--- src/rtl/rob_multi_commit.sv ---
// Reorder buffer: in-order allocate, out-of-order completion, in-order multi-lane retire,
// single-cycle squash of everything younger than a mispredicting branch.
module rob_multi_commit #(
  parameter int unsigned DEPTH    = 32,
  parameter int unsigned TAG_W    = $clog2(DEPTH),
  parameter int unsigned PREG_W   = 7,
  parameter int unsigned NUM_WB   = 3,
  parameter int unsigned RETIRE_W = 2
) (
  input  logic                       clk,
  input  logic                       reset,
  input  logic                       alloc_valid,
  output logic                       alloc_ready,
  input  logic [PREG_W-1:0]          alloc_pd_new,
  input  logic [PREG_W-1:0]          alloc_pd_old,
  input  logic [31:0]                alloc_pc,
  output logic [TAG_W-1:0]           alloc_tag,
  input  logic [NUM_WB-1:0]          wb_valid,
  input  logic [NUM_WB*TAG_W-1:0]    wb_tag,
  input  logic                       flush_valid,
  input  logic [TAG_W-1:0]           flush_tag,
  output logic [RETIRE_W-1:0]        retire_valid,
  output logic [RETIRE_W*PREG_W-1:0] retire_pd_old,
  output logic [RETIRE_W*PREG_W-1:0] retire_pd_new,
  output logic [RETIRE_W*32-1:0]     retire_pc,
  output logic [TAG_W:0]             count,
  output logic                       empty,
  output logic                       full
);

  localparam int unsigned CNT_W = TAG_W + 1;

  // Pointers carry an extra wrap bit so full and empty are distinguishable.
  logic [CNT_W-1:0]  head_q, tail_q, head_d, tail_d;
  logic [DEPTH-1:0]  valid_q, complete_q, valid_d, complete_d;
  logic [PREG_W-1:0] pd_new_q [DEPTH];
  logic [PREG_W-1:0] pd_old_q [DEPTH];
  logic [31:0]       pc_q     [DEPTH];

  logic [TAG_W-1:0]  head_idx, tail_idx, flush_age, lane_idx, wb_idx, entry_age;
  logic [DEPTH-1:0]  squash, retire_clr;
  logic [CNT_W-1:0]  retire_n;
  logic              lane_ok;
  logic              alloc_fire;

  assign head_idx    = head_q[TAG_W-1:0];
  assign tail_idx    = tail_q[TAG_W-1:0];
  assign count       = tail_q - head_q;
  assign empty       = (count == '0);
  assign full        = (count == CNT_W'(DEPTH));
  assign alloc_ready = !full && !flush_valid;
  assign alloc_fire  = alloc_valid && alloc_ready;
  assign alloc_tag   = tail_idx;
  assign flush_age   = flush_tag - head_idx;

  // Squash mask: live entries strictly younger than the mispredicting branch.
  always_comb begin
    squash    = '0;
    entry_age = '0;
    for (int j = 0; j < DEPTH; j++) begin
      entry_age = TAG_W'(j) - head_idx;
      squash[j] = flush_valid && (entry_age > flush_age) && (CNT_W'(entry_age) < count);
    end
  end

  // Retire lanes: contiguous run of valid+complete entries from head, never past a flushing branch.
  always_comb begin
    retire_valid  = '0;
    retire_pd_old = '0;
    retire_pd_new = '0;
    retire_pc     = '0;
    retire_clr    = '0;
    retire_n      = '0;
    lane_idx      = '0;
    lane_ok       = 1'b1;
    for (int k = 0; k < RETIRE_W; k++) begin
      lane_idx = head_idx + TAG_W'(k);
      lane_ok  = lane_ok && valid_q[lane_idx] && complete_q[lane_idx] &&
                 (!flush_valid || (TAG_W'(k) <= flush_age));
      retire_valid[k]                      = lane_ok;
      retire_pd_old[k*PREG_W +: PREG_W]    = pd_old_q[lane_idx];
      retire_pd_new[k*PREG_W +: PREG_W]    = pd_new_q[lane_idx];
      retire_pc[k*32 +: 32]                = pc_q[lane_idx];
      if (lane_ok) begin
        retire_clr[lane_idx] = 1'b1;
        retire_n             = retire_n + CNT_W'(1);
      end
    end
  end

  // Next-state for pointers and per-entry status: writeback, then squash/retire clears, then allocate.
  always_comb begin
    valid_d    = valid_q;
    complete_d = complete_q;
    wb_idx     = '0;
    head_d     = head_q + retire_n;
    if (flush_valid) begin
      tail_d = head_q + CNT_W'(flush_age) + CNT_W'(1);
    end else begin
      tail_d = tail_q + CNT_W'(alloc_fire);
    end
    for (int i = 0; i < NUM_WB; i++) begin
      wb_idx = wb_tag[i*TAG_W +: TAG_W];
      if (wb_valid[i] && valid_q[wb_idx]) begin
        complete_d[wb_idx] = 1'b1;
      end
    end
    valid_d    = valid_d    & ~(squash | retire_clr);
    complete_d = complete_d & ~(squash | retire_clr);
    if (alloc_fire) begin
      valid_d[tail_idx]    = 1'b1;
      complete_d[tail_idx] = 1'b0;
    end
  end

  // Control state register.
  always_ff @(posedge clk) begin
    if (reset) begin
      head_q     <= '0;
      tail_q     <= '0;
      valid_q    <= '0;
      complete_q <= '0;
    end else begin
      head_q     <= head_d;
      tail_q     <= tail_d;
      valid_q    <= valid_d;
      complete_q <= complete_d;
    end
  end

  // Payload storage, written only on allocation; status bits gate its use.
  always_ff @(posedge clk) begin
    if (alloc_fire) begin
      pd_new_q[tail_idx] <= alloc_pd_new;
      pd_old_q[tail_idx] <= alloc_pd_old;
      pc_q[tail_idx]     <= alloc_pc;
    end
  end

endmodule

--- config.mk ---
export PLATFORM = sky130hd
export DESIGN_NAME = rob_multi_commit
export DESIGN_NICKNAME = d
export VERILOG_FILES = /design/src/rtl/rob_multi_commit.sv
export SDC_FILE = /design/constraint.sdc
export NUM_CORES = 2
export LEC_CHECK = 0
export BUFFER_PORTS_ARGS = -buffer_cell sky130_fd_sc_hd__buf_4
export CAP_MARGIN = 10
export CELL_PAD_IN_SITES_DETAIL_PLACEMENT = 0
export CELL_PAD_IN_SITES_GLOBAL_PLACEMENT = 1
export CORE_ASPECT_RATIO = 1.5
export CORE_MARGIN = 2
export CORE_UTILIZATION = 45
export DETAILED_ROUTE_END_ITERATION = 8
export PLACE_DENSITY_LB_ADDON = 0.08
export RECOVER_POWER = 25
export SETUP_SLACK_MARGIN = 0.02
export SLEW_MARGIN = 10
export SYNTH_ARGS = -nofsm -noshare
export SYNTH_HDL_FRONTEND = slang
export SYNTH_SLANG_ARGS = --single-unit
--- constraint.sdc ---
create_clock -name clk -period 7.2 [get_ports clk]
set_input_delay 1.44 -clock clk [delete_from_list [all_inputs] [get_ports clk]]
set_output_delay 1.44 -clock clk [all_outputs]
set_load 0.005 [all_outputs]
==> flow_results.xml <==
<?xml version="1.0" encoding="UTF-8"?>
<metrics>
  <group name="final_layout">
    <metric name="layout_cell_share_with_drive_strength_beyond_1" unit="">0.333</metric>
    <metric name="num-fill-cells" unit="">14000</metric>
    <metric name="syn_to_final_growth" unit="%">12.2</metric>
    <metric name="nNetsFinal" unit="">4602</metric>
    <metric name="area.sequential" unit="sq mm">0.0457</metric>
    <metric name="number_of_standard_cells_in_the_final_layout_excluding_fillers" unit="">6752</metric>
    <metric name="multiInputGateArea" unit="sq mm">0.0302</metric>
  </group>
  <group name="logic_synthesis">
    <metric name="yosys_warnings" unit="">0</metric>
    <metric name="syn_nets" unit="">4457</metric>
    <metric name="synthesis.instances" unit="">4219</metric>
    <metric name="netlist-cell-type-count" unit="">72</metric>
    <metric name="synth_edf_count" unit="">1472</metric>
    <metric name="ys_ff_latch" unit="">1548</metric>
    <metric name="yosysTopAreaCellShare" unit="">0.573</metric>
    <metric name="postSynth.topFlopCell" unit="">edfxtp_1</metric>
    <metric name="seq_area_frac_synth" unit="">0.593</metric>
    <metric name="netlist.top_cell.by_area" unit="">edfxtp_1</metric>
    <metric name="cell_types_occupying_the_most_area_after_synthesis" unit="">edfxtp_1, mux4_2, ha_1</metric>
    <metric name="post-synth-top-count-cell" unit="">edfxtp_1</metric>
    <metric name="post_synth_instance_area" unit="sq mm">0.0771</metric>
    <metric name="synthesis.area_per_instance" unit="sq um">18.3</metric>
    <metric name="netlist_top_cells_count" unit="">edfxtp_1, mux4_2, nand2_1</metric>
    <metric name="ys_async_sr_fraction" unit="">0</metric>
  </group>
  <group name="placed_design">
    <metric name="place.port_buffers" unit="">180</metric>
    <metric name="detailedPlacementHpwl" unit="mm">141</metric>
    <metric name="place_inst" unit="">6464</metric>
    <metric name="gpl.final_weighted_congestion" unit="">0.967</metric>
  </group>
  <group name="pwr">
    <metric name="power.switching" unit="uW">4130</metric>
    <metric name="p_leak" unit="uW">0.0266</metric>
    <metric name="clock_power_share" unit="">0.431</metric>
    <metric name="pwr-share-seq" unit="">0.524</metric>
    <metric name="sw_frac_of_total" unit="">0.218</metric>
    <metric name="intPower" unit="uW">14900</metric>
    <metric name="portion_of_total_power_attributed_to_combinational_logic" unit="">0.045</metric>
    <metric name="power_density" unit="mW/mm^2">219</metric>
    <metric name="worst_ir_drop_vdd" unit="mV">0.202</metric>
  </group>
  <group name="clocking">
    <metric name="post_cts_resize_count" unit="">0</metric>
    <metric name="tritoncts_clock_tree" unit="">yes</metric>
    <metric name="cts_sinks" unit="">1548</metric>
    <metric name="worst_setup_hold_path_clk_slew" unit="ns">0.06</metric>
    <metric name="cts_hold_buf" unit="">0</metric>
    <metric name="postCtsSetupRepairBufs" unit="">0</metric>
    <metric name="cts_root_buffer" unit="">clkbuf_16</metric>
    <metric name="cts-root-to-sink-buffers" unit="">3</metric>
    <metric name="clkLatencyLatePin" unit="ns">0.82</metric>
    <metric name="count_of_h_tree_levels_built_during_cts" unit="">4</metric>
    <metric name="cts_made_buffers" unit="">154</metric>
  </group>
  <group name="hold_path">
    <metric name="path_class_of_the_lowest_slack_min_delay_path" unit="">reg -&gt; reg</metric>
  </group>
  <group name="setup_path">
    <metric name="worst-path-max-fanout" unit="">37</metric>
    <metric name="class_of_the_most_critical_setup_path" unit="">reg -&gt; out</metric>
    <metric name="regToRegSetupSlack" unit="ns">2.14</metric>
    <metric name="kind_of_capture_point_of_the_worst_setup_path" unit="">output pin</metric>
    <metric name="worstPathArrival" unit="ns">4.71</metric>
    <metric name="worst-endpoint-required" unit="ns">5.76</metric>
    <metric name="worstSetupStartpointType" unit="">flop</metric>
  </group>
  <group name="routing">
    <metric name="finalWirelength" unit="mm">244</metric>
    <metric name="drt_pre_antenna_iters" unit="">5</metric>
    <metric name="drt_drc_violations_left" unit="">0</metric>
    <metric name="drt_iter0_markers" unit="">4339</metric>
    <metric name="detail_route.wl_per_cell" unit="um">36.2</metric>
    <metric name="antenna_violating_nets_post_route" unit="">0</metric>
    <metric name="vias_per_cell" unit="">6.66</metric>
    <metric name="vias" unit="">45000</metric>
  </group>
  <group name="sta">
    <metric name="post_layout_minimum_cycle_time" unit="ns">6.15</metric>
    <metric name="worst_clock_skew" unit="ns">0.0282</metric>
    <metric name="report.final.slew_viol_count" unit="">0</metric>
    <metric name="rsz0062_at_grt" unit="">no</metric>
    <metric name="timing.final.setup_violations" unit="">0</metric>
    <metric name="final.setup.tns" unit="ns">0</metric>
    <metric name="relSlewSlack" unit="">0.130</metric>
    <metric name="hold_viol" unit="">0</metric>
    <metric name="worst-slew-pin-transition" unit="ns">1.30</metric>
    <metric name="fmax" unit="MHz">163</metric>
    <metric name="fin_crit_sh" unit="">0.854</metric>
  </group>
  <group name="outcome">
    <metric name="run_status" unit="">finished clean</metric>
  </group>
  <group name="global_route">
    <metric name="global_route.usage.total" unit="">0.281</metric>
    <metric name="via_count_of_the_first_global_routing_pass" unit="">46100</metric>
    <metric name="maximum_number_of_pins_on_one_net_before_global_route_repair" unit="">141</metric>
    <metric name="grt_first_pass_wirelength" unit="mm">345</metric>
    <metric name="grt_overflow" unit="">0</metric>
    <metric name="antenna_found_initial" unit="">16</metric>
  </group>
  <group name="die">
    <metric name="ports" unit="">181</metric>
    <metric name="die-height" unit="um">511</metric>
    <metric name="core_region_area" unit="sq mm">0.171</metric>
    <metric name="die_area" unit="sq mm">0.175</metric>
    <metric name="std_cell_rows" unit="">186</metric>
    <metric name="initial_standard_cell_utilization_of_the_core" unit="">0.452</metric>
    <metric name="dieWidth" unit="um">342</metric>
  </group>
  <group name="run">
    <metric name="count_of_maximum_capacitance_violations" unit="">0</metric>
  </group>
</metrics>
## routing by layer
layer  track usage  share of wire
met5             0        0.00024
met3        0.0380          0.058
met2         0.484           0.52
met1         0.360           0.39
met4         0.111          0.041
## stage by stage
stage          cell area, sq um  total power (uW)  hold slack (ns)   util  worst slack [ns]
2_1_floorplan             77100             10600            0.467      -              1.09
3_3_place_gp              81600             11000            0.533  0.478              1.73
3_5_place_dp              81600             11000            0.538  0.478              1.71
4_1_cts                   86600             19200            0.547  0.507             0.989
5_1_grt                   86500             19500            0.572  0.506             0.894
6_report                  86500             19000            0.539  0.507              1.05
## path summary, 6_finish.rpt
check,start,to,depth (start not counted)
setup / recovery,head_q[2],retire_pc[37],9
hold / removal,valid_q[16],valid_q[16],2
setup reg to reg,head_q[0],pd_new_q[30][3],11
hold reg to reg,valid_q[16],valid_q[16],2
## power groups by stage
stage               logic [uW]  clock network (uW)  registers [uW]
floorplan                  440                   0           10100
global placement           850                   0           10100
detailed placement         864                   0           10100
CTS                        866                8350            9940
global route               934                8640            9950
finish                     854                8180            9950
## worst max-delay path, cell delays in order, from the launching register on
cell     delay (ns)
dfxtp_4        0.43
buf_4          0.67
ha_1           0.30
nand2_1        0.12
xnor2_2        0.26
buf_4          0.82
mux4_2         0.62
nand2_1        0.09
nand2_1        0.25
buf_4          0.24
## area by class of cell
cell class	count	share of cell area
clock inverter	87	0.0112
inverter	91	0.00427
timing repair buffer	288	0.0271
multi-input combinational	2281	0.349
tap	2256	0.0326
sequential	1548	0.529
clock buffer	193	0.0472
antenna	8	0.000231
## placed cells by master (no fill, tap or decap), drive strengths merged, types with 9 or more instances in the layout
master	synthesis	final
ha	160	160
nor3	42	42
inv	90	99
dfxtp	76	76
nor4	39	39
xnor2	32	32
nand3	25	25
mux4	943	943
or3	11	11
a21oi	100	100
a2111oi	9	9
a211o	14	14
buf	108	253
clkbuf	191	228
nand2b	16	16
o221ai	13	13
a211oi	18	18
o22ai	17	17
nand2	398	398
o32ai	16	16
nor2	92	92
o211ai	19	19
a21o	36	36
nor2b	15	15
clkinv	1	59
o2111ai	19	19
mux2i	14	14
edfxtp	1472	1472
bufinv	0	17
nand4	16	16
o2bb2ai	10	10
o21ai	71	71
xor2	10	10
mux2	13	13
## sequential cells by signal, indices dropped and copies added (netlist names)
signal / count
complete_q: 32
tail_q: 6
pc_q: 1024
pd_new_q: 224
valid_q: 32
pd_old_q: 224
head_q: 6
## cell families (layout without fill, tap and decap cells)
group | after synthesis | after routing | synth area share
compound gates | 406 | 406 | 0.0355
xor+xnor | 42 | 42 | 0.00487
fa+ha+maj | 165 | 165 | 0.0273
buf+inv | 390 | 659 | 0.0197
flops | 1548 | 1548 | 0.593
mux | 970 | 970 | 0.279
other cells | 0 | 8 | 0
simple gates | 698 | 698 | 0.0409
(Power assumes the default switching activity.)
